### config.mk
export PLATFORM = sky130hd
export DESIGN_NAME = result_frame_packer
export DESIGN_NICKNAME = d
export VERILOG_FILES = /design/src/rtl/result_frame_packer.sv
export SDC_FILE = /design/constraint.sdc
export NUM_CORES = 1
export LEC_CHECK = 0
export BUFFER_PORTS_ARGS = -buffer_cell sky130_fd_sc_hd__buf_4
export CAP_MARGIN = 5
export CORE_MARGIN = 5
export CORE_UTILIZATION = 40
export CTS_CLUSTER_SIZE = 28
export DETAILED_ROUTE_END_ITERATION = 10
export GPL_TIMING_DRIVEN = 0
export PLACE_DENSITY = 0.59
export SYNTH_ARGS = -nofsm -noshare
export SYNTH_HDL_FRONTEND = slang
export SYNTH_SLANG_ARGS = --single-unit
### constraint.sdc
create_clock -name clk -period 2.45 [get_ports clk]
set_clock_uncertainty 0.2 [all_clocks]
set_input_delay 0.49 -clock clk [delete_from_list [all_inputs] [get_ports clk]]
set_output_delay 0.49 -clock clk [all_outputs]
set_load 0.1 [all_outputs]
### src/rtl/result_frame_packer.sv
// rtl/result_frame_packer.sv - frames decoder result bytes as sync/seq/len/payload/xor-checksum packets
module result_frame_packer #(
    parameter int          GRID_WIDTH_X   = 4,
    parameter int          GRID_WIDTH_Z   = 1,
    parameter int          GRID_WIDTH_U   = 3,
    parameter logic [7:0]  SYNC_BYTE      = 8'hA5,
    parameter int          TIMEOUT_CYCLES = 1024
) (
    input  logic        clk,
    input  logic        reset,
    input  logic [7:0]  in_data,
    input  logic        in_valid,
    output logic        in_ready,
    output logic [7:0]  out_data,
    output logic        out_valid,
    input  logic        out_ready,
    output logic        out_last,
    output logic        busy,
    output logic [15:0] frames_sent,
    output logic        timeout_error
);
    localparam int CORR = (GRID_WIDTH_X - 1) * GRID_WIDTH_Z
                        + ((GRID_WIDTH_X - 1) * GRID_WIDTH_Z + 1)
                        + GRID_WIDTH_X * GRID_WIDTH_Z;
    localparam int          P    = 3 + ((CORR + 7) / 8) * GRID_WIDTH_U;
    localparam logic [15:0] PLEN = 16'(P);
    localparam int          IW   = $clog2(TIMEOUT_CYCLES + 1);
    localparam logic [IW-1:0] TMO = IW'(TIMEOUT_CYCLES);

    typedef enum logic [2:0] {
        S_IDLE, S_SYNC, S_SEQ, S_LEN_HI, S_LEN_LO, S_PAYLOAD, S_CHK
    } state_t;

    state_t        state_q, state_d;
    logic [7:0]    out_data_q, out_data_d;
    logic          out_valid_q, out_valid_d;
    logic          out_last_q, out_last_d;
    logic [7:0]    seq_q, seq_d;
    logic [7:0]    chk_q, chk_d;
    logic [15:0]   cnt_q, cnt_d;
    logic          pad_q, pad_d;
    logic [IW-1:0] idle_q, idle_d;
    logic [15:0]   frames_q, frames_d;
    logic          terr_q, terr_d;

    logic          slot, room, accept, pad_take;
    logic [7:0]    take_byte;
    logic [IW-1:0] idle_nxt;

    // A new byte may be loaded whenever the output register is empty or draining this cycle.
    assign slot      = !out_valid_q || out_ready;
    assign room      = (state_q == S_PAYLOAD) && (cnt_q < PLEN);
    assign in_ready  = room && !pad_q && slot;
    assign accept    = in_ready && in_valid;
    assign pad_take  = room && pad_q && slot;
    assign take_byte = pad_q ? 8'h00 : in_data;
    assign idle_nxt  = idle_q + 1'b1;

    always_comb begin
        state_d     = state_q;
        out_data_d  = out_data_q;
        out_valid_d = out_valid_q;
        out_last_d  = out_last_q;
        seq_d       = seq_q;
        chk_d       = chk_q;
        cnt_d       = cnt_q;
        pad_d       = pad_q;
        idle_d      = idle_q;
        frames_d    = frames_q;
        terr_d      = terr_q;
        case (state_q)
            S_IDLE: begin
                if (in_valid) begin
                    out_data_d  = SYNC_BYTE;
                    out_valid_d = 1'b1;
                    state_d     = S_SYNC;
                end
            end
            S_SYNC: begin
                if (out_ready) begin
                    out_data_d = seq_q;
                    chk_d      = seq_q;
                    state_d    = S_SEQ;
                end
            end
            S_SEQ: begin
                if (out_ready) begin
                    out_data_d = PLEN[15:8];
                    chk_d      = chk_q ^ PLEN[15:8];
                    state_d    = S_LEN_HI;
                end
            end
            S_LEN_HI: begin
                if (out_ready) begin
                    out_data_d = PLEN[7:0];
                    chk_d      = chk_q ^ PLEN[7:0];
                    state_d    = S_LEN_LO;
                end
            end
            S_LEN_LO: begin
                if (out_ready) begin
                    out_valid_d = 1'b0;
                    cnt_d       = 16'd0;
                    idle_d      = '0;
                    state_d     = S_PAYLOAD;
                end
            end
            S_PAYLOAD: begin
                if (accept || pad_take) begin
                    out_data_d  = take_byte;
                    out_valid_d = 1'b1;
                    chk_d       = chk_q ^ take_byte;
                    cnt_d       = cnt_q + 16'd1;
                end else if (slot && (cnt_q == PLEN)) begin
                    out_data_d  = chk_q;
                    out_valid_d = 1'b1;
                    out_last_d  = 1'b1;
                    pad_d       = 1'b0;
                    state_d     = S_CHK;
                end else if (out_valid_q && out_ready) begin
                    out_valid_d = 1'b0;
                end
                // Watchdog counts only genuine input silence before padding kicks in.
                if (accept) begin
                    idle_d = '0;
                end else if (room && !in_valid && !pad_q) begin
                    idle_d = idle_nxt;
                    if (idle_nxt == TMO) begin
                        pad_d  = 1'b1;
                        terr_d = 1'b1;
                    end
                end
            end
            S_CHK: begin
                if (out_ready) begin
                    out_valid_d = 1'b0;
                    out_last_d  = 1'b0;
                    seq_d       = seq_q + 8'd1;
                    frames_d    = frames_q + 16'd1;
                    state_d     = S_IDLE;
                end
            end
            default: state_d = S_IDLE;
        endcase
    end

    always_ff @(posedge clk) begin
        if (reset) begin
            state_q     <= S_IDLE;
            out_data_q  <= 8'h00;
            out_valid_q <= 1'b0;
            out_last_q  <= 1'b0;
            seq_q       <= 8'h00;
            chk_q       <= 8'h00;
            cnt_q       <= 16'd0;
            pad_q       <= 1'b0;
            idle_q      <= '0;
            frames_q    <= 16'd0;
            terr_q      <= 1'b0;
        end else begin
            state_q     <= state_d;
            out_data_q  <= out_data_d;
            out_valid_q <= out_valid_d;
            out_last_q  <= out_last_d;
            seq_q       <= seq_d;
            chk_q       <= chk_d;
            cnt_q       <= cnt_d;
            pad_q       <= pad_d;
            idle_q      <= idle_d;
            frames_q    <= frames_d;
            terr_q      <= terr_d;
        end
    end

    assign out_data      = out_data_q;
    assign out_valid     = out_valid_q;
    assign out_last      = out_last_q;
    assign busy          = (state_q != S_IDLE);
    assign frames_sent   = frames_q;
    assign timeout_error = terr_q;
endmodule

==> results of run 1 <==
worst max-delay path: cells and delay by family, from the launching register on:
family	cells	cell delay [ns]
buffers and inverters	2	0.40
DFF	1	0.35
and+or+nand+nor	3	0.72
flip-flops by register name, summed over array words and instances (netlist names):
register / flops
cnt_q: 16
frames_sent: 16
idle_q: 11
chk_q: 8
out_data: 8
seq_q: 8
state_q: 3
out_last: 1
out_valid: 1
pad_q: 1
timeout_error: 1
per-stage QoR:
step / area, µm² / utilization (%)
2_1_floorplan: 4340 / -
3_3_place_gp: 4810 / 46.4
3_5_place_dp: 4810 / 46.4
4_1_cts: 5050 / 48.7
5_1_grt: 5120 / 49.4
6_report: 5120 / 49.4
how the worst max path moves through the flow:
stage                          from         to
after detailed placement  out_ready  cnt_q[13]
after CTS                 cnt_q[13]   in_ready
final                     cnt_q[10]   in_ready
after global placement    out_ready  cnt_q[14]
after floorplan            cnt_q[4]   in_ready
after global routing      cnt_q[10]   in_ready
power by group through the flow:
stage,combinational (mW),clock (mW),sequential (mW)
4_1_cts,0.650,1.00,1.26
2_1_floorplan,0.332,0,1.44
3_5_place_dp,0.646,0,1.28
6_report,0.666,0.997,1.26
5_1_grt,0.712,1.06,1.26
3_3_place_gp,0.646,0,1.28
cells in the mapped netlist (all sizes together), types with 2 or more instances:
cell type  number
buf            12
a221o           3
nor2b          12
nand2          23
o41ai           2
or4             7
a221oi          6
a21oi          43
a211oi          7
xor2           16
nor3           17
a21o            2
nor4b           2
clkbuf         24
or2             5
a211o           2
ha              6
a21boi          3
a22o            2
and4            5
o21ai          30
nand4b          2
a2111oi         3
o211ai          9
mux2i           5
dfxtp          74
nor2           38
and3            6
o21a           12
xnor2          10
nand4          18
nor4           13
nor4bb          2
o31ai           4
inv            18
or3            14
a22oi           7
nand2b          4
a311oi          3
nand3          27
a31oi           7
repair_timing:
item / CTS / global route
pin swaps: 3 / 4
gates resized for setup: 7 / 23
setup buffers: 2 / 2
endpoints found under the setup margin: 14 / 29
layer usage:
metal,track usage [%],wire (µm)
met1,26.7,5840
met2,29.2,5740
met3,3.24,564
met4,8.01,357
met5,0,0
cells by family (layout without fill, tap and decap cells):
| group | count (synthesis) | count (layout) | synth area share [%] |
|---|---|---|---|
| buffers and inverters | 55 | 114 | 7.44 |
| xor gates and xnor gates | 26 | 26 | 5.31 |
| AOI/OAI and AO/OA | 151 | 151 | 23.3 |
| adders and majority gates | 6 | 6 | 1.75 |
| DFF | 74 | 74 | 34.6 |
| muxes | 5 | 5 | 1.17 |
| and+or+nand+nor | 201 | 201 | 26.4 |
final cells by class:
class                      instances  area [µm²]
clock buffer                       9         124
tap                              136         170
timing repair buffer              44         343
clock inverter                     7        76.3
sequential                        74        1490
buffer                            36         269
fill                            1023        5250
inverter                          18        67.6
multi-input combinational        389        2580
==> impl_metrics.env, run 1 <==
export IMPL_holdWs_ns=0.273
export IMPL_grt_pass1_vias=3857
export IMPL_internal_power_mw=1.90
export IMPL_netlist_area_um2=4290
export IMPL_worst_pin_slew_ns=0.695
export IMPL_vias_per_cell=5.87
export IMPL_drt_wirelength_per_cell_um=17.5
export IMPL_synth_net_count=536
export IMPL_ys_warn_count=0
export IMPL_cts_tree="yes"
export IMPL_critPathArrivalTime_ns=1.84
export IMPL_fin_crit_ns=2.53
export IMPL_routed_wl_um=12500
export IMPL_crit_type="reg -> out"
export IMPL_hold_path_class="in -> reg"
export IMPL_synth_edf_count=0
export IMPL_initial_core_util_pct=41.3
export IMPL_fin_total_pwr_mw=2.92
export IMPL_synth_seq_area_share_pct=34.6
export IMPL_syn_to_final_growth_pct=19.6
export IMPL_reg2reg_from="idle_q[0]"
export IMPL_synthArstFlopShare_pct=0
export IMPL_grt_usage_pct=19.2
export IMPL_core_um2=10400
export IMPL_synth_area_per_cell_um2=8.27
export IMPL_vias=4185
export IMPL_finalSetupViolCount=1
export IMPL_hold_buffers=0
export IMPL_synth_top_area_share_pct=34.6
export IMPL_cts_htree_levels=3
export IMPL_reg2reg_depth=7
export IMPL_clk_latency_ns=0.36
export IMPL_detail_route_antenna_nets=0
export IMPL_p_seq_share_pct=43.0
export IMPL_antenna_found_initial=0
export IMPL_rsz0062_at_grt="true"
export IMPL_yosysTopAreaCell="dfxtp_1"
export IMPL_yosys_top_cells_area="dfxtp_1 (35%), a21oi_1 (4.9%), o21ai_0 (3.4%), nor2_1 (3.3%), xor2_1 (3.3%)"
export IMPL_path_clk_slew_ns=0.09
export IMPL_ir_drop_mv=0.337
export IMPL_status="complete, but fails checks"
export IMPL_yosysUniqueCellTypes=68
export IMPL_clock_sinks=74
export IMPL_cp_start_kind="flop"
export IMPL_path_cells="nor4_4, nand4_1, clkbuf_8, nor3_4, buf_12"
export IMPL_max_slew_margin_pct=53.7
export IMPL_hold_viol=0
export IMPL_die_h_um=114
export IMPL_critPathMaxStageDelay_ns=0.35
export IMPL_cts_made_buffers=9
export IMPL_dr_pass1_iters=5
export IMPL_dp_slack_ns=-0.319
export IMPL_drc=0
export IMPL_end_kind="primary output"
export IMPL_grt_overflow=0
export IMPL_ios=41
export IMPL_combPwrFrac_pct=22.8
export IMPL_fmax_mhz=395
export IMPL_ys_flop_type="dfxtp_1"
export IMPL_pwr_share_clk_pct=34.1
export IMPL_cp_required_ns=1.76
export IMPL_fin_ws_ns=-0.0822
export IMPL_clock_root_buffer="clkbuf_8"
export IMPL_fin_crit_sh_pct=103
export IMPL_grt_max_degree=15
export IMPL_dieArea_um2=12900
export IMPL_dp_cells=694
export IMPL_whs_endpoint="out_data[2]"
export IMPL_min_delay_start="reset"
export IMPL_diodes=0
export IMPL_r2r_end="timeout_error"
export IMPL_portBuffers=40
export IMPL_p_sw_mw=1.02
export IMPL_finalNonFillerCells=713
export IMPL_r2r_slack_ns=0.05
export IMPL_failed_checks="negative setup slack"
export IMPL_nets=590
export IMPL_drive_gt1_share_pct=20.8
export IMPL_final_common_cell="dfxtp_1"
export IMPL_switching_share_pct=34.9
export IMPL_critical_path_slowest_cell="dfxtp_2"
export IMPL_cap_violations=0
export IMPL_tns_ns=-0.0822
export IMPL_powerDensity_nw_per_um2=570
export IMPL_die_x_um=114
export IMPL_critPathMaxFanout=3
export IMPL_final_cell_mix="dfxtp_1 (68), buf_4 (44), a21oi_1 (41)"
export IMPL_ys_ff_latch=74
export IMPL_synth_cells=518
export IMPL_slew_viol_final=0
export IMPL_hpwl_um=9050
export IMPL_drt_initial_drc_count=219
export IMPL_rows=37
export IMPL_cts_buffer_depth=2
export IMPL_place_congestion=0.877
export IMPL_power_leakage_nw=1.79
export IMPL_hold_depth=3
export IMPL_grt_pass1_wl_um=20200
Power figures use the tool's default switching activity.
==> run 2, diff against run 1 <==
Settings changed: PLACE_DENSITY 0.59 to default.
==> impl_metrics.env, run 2 (synthesis results as in run 1) <==
export IMPL_status="complete, but fails checks"
export IMPL_failed_checks="negative setup slack"
export IMPL_fin_crit_ns=2.47
export IMPL_finalNonFillerCells=714
export IMPL_initial_core_util_pct=41.3
export IMPL_hpwl_um=8830
export IMPL_nets=591
export IMPL_critical_path_slowest_cell="dfxtp_4"
export IMPL_dr_pass1_iters=5
export IMPL_worst_pin_slew_ns=0.710
export IMPL_pwr_share_clk_pct=36.3
export IMPL_internal_power_mw=2.03
export IMPL_vias_per_cell=5.85
export IMPL_fillers=1059
export IMPL_critPathMaxFanout=3
export IMPL_crit_type="reg -> out"
export IMPL_cts_htree_levels=3
export IMPL_finalSetupViolCount=1
export IMPL_grt_usage_pct=19.0
export IMPL_max_slew_margin_pct=52.5
export IMPL_cts_made_buffers=9
export IMPL_cts_tree="yes"
export IMPL_ir_drop_mv=0.312
export IMPL_rows=37
export IMPL_syn_to_final_growth_pct=20.1
export IMPL_combPwrFrac_pct=22.0
export IMPL_cap_violations=0
export IMPL_clk_latency_ns=0.35
export IMPL_drive_gt1_share_pct=21.3
export IMPL_path_clk_slew_ns=0.08
export IMPL_crit_family="simple AND/OR/NAND/NOR gates"
export IMPL_fin_total_pwr_mw=3.02
export IMPL_drc=0
export IMPL_cp_required_ns=1.76
export IMPL_dieArea_um2=12900
export IMPL_power_leakage_nw=1.82
export IMPL_drt_wirelength_per_cell_um=17.2
export IMPL_p_seq_share_pct=41.7
export IMPL_clock_sinks=74
export IMPL_routed_wl_um=12200
export IMPL_rsz0062_at_grt="true"
export IMPL_path_cells="nor4_4, nand4_1, clkbuf_8, nor3_4, buf_12"
export IMPL_hold_path_class="reg -> reg"
export IMPL_diodes=0
export IMPL_ios=41
export IMPL_fmax_mhz=404
export IMPL_portBuffers=40
export IMPL_worstPathBufferInverterCount=2
export IMPL_detail_route_antenna_nets=0
export IMPL_fin_ws_ns=-0.0242
export IMPL_final_common_cell="dfxtp_1"
export IMPL_utilization_pct=49.7
export IMPL_p_sw_mw=0.982
export IMPL_switching_share_pct=32.6
export IMPL_vias=4178
export IMPL_die_h_um=114
export IMPL_hold_viol=0
export IMPL_drt_initial_drc_count=379
export IMPL_hold_buffers=0
export IMPL_core_um2=10400
export IMPL_place_congestion=0.971
export IMPL_grt_pass1_vias=3883
export IMPL_end_kind="primary output"
export IMPL_fin_crit_sh_pct=101
export IMPL_grt_pass1_wl_um=19900
export IMPL_critPathArrivalTime_ns=1.78
export IMPL_cp_start_kind="flop"
export IMPL_antenna_found_initial=0
export IMPL_grt_overflow=0
export IMPL_grt_max_degree=14
export IMPL_die_x_um=114
export IMPL_clock_root_buffer="clkbuf_8"
export IMPL_critPathMaxStageDelay_ns=0.36
export IMPL_final_cell_mix="dfxtp_1 (67), buf_4 (44), a21oi_1 (42)"
export IMPL_powerDensity_nw_per_um2=586
export IMPL_slew_viol_final=0
export IMPL_cts_buffer_depth=2
export IMPL_dp_cells=694
[run 2: tightest hold or removal path, stage by stage, from the launching register on]
cell,delay [ns]
dfxtp_1,0.32
inv_1,0.04
o21ai_0,0.06
[run 2: worst paths after layout]
kind | slack, ns | depth (start not counted) | endpoint | start
worst max-delay path | -0.02 | 5 | in_ready | cnt_q[4]
worst min-delay path | 0.27 | 2 | timeout_error | timeout_error
worst max register to register | 0.02 | 7 | idle_q[2] | cnt_q[0]
worst min register to register | 0.27 | 2 | timeout_error | timeout_error
[run 2: timing repair]
item / CTS / global route
setup buffers: 4 / 1
endpoints found under the setup margin: 14 / 28
endpoints found under the hold margin: 0 / 0
pin swaps: 4 / 5
resized for setup: 10 / 23
[run 2: per-layer routing]
| metal | track usage, % | share of wire [%] | vias to the layer above |
|---|---|---|---|
| met5 | 0 | 0 | - |
| met4 | 4.97 | 1.4 | 0 |
| met3 | 3.24 | 5.0 | 16 |
| met2 | 29.5 | 46 | 128 |
| met1 | 27.3 | 48 | 1980 |
| li1 | - | - | 2054 |
[run 2: cell type report]
| class | count | area (µm²) | area share, % |
|---|---|---|---|
| multi-input cells | 389 | 2560 | 49.8 |
| flip-flops and latches | 74 | 1500 | 29.0 |
| well taps | 136 | 170 | 3.30 |
| repair buffers | 45 | 354 | 6.88 |
| clock inverters | 5 | 86.3 | 1.68 |
| clock buffers | 11 | 141 | 2.75 |
| plain buffers | 36 | 270 | 5.25 |
| inverters | 18 | 67.6 | 1.31 |
[run 2: power groups by stage]
stage          clock (mW)  sequential (mW)  combinational (mW)
3_3_place_gp            0             1.29               0.642
5_1_grt              1.18             1.26               0.707
4_1_cts              1.12             1.26               0.646
3_5_place_dp            0             1.29               0.641
6_report             1.10             1.26               0.663
2_1_floorplan           0             1.44               0.332
[run 2: per-stage QoR]
stage	TNS [ns]	worst slack (ns)	instance area, µm²	hold WS [ns]
after global placement	-3.96	-0.333	4810	0.257
after floorplan	-0.0247	-0.0247	4340	0.245
after detailed placement	-3.67	-0.299	4810	0.267
final	-0.0242	-0.0242	5150	0.272
after CTS	-0.0623	-0.0623	5100	0.274
after global routing	-0.599	-0.112	5150	0.289
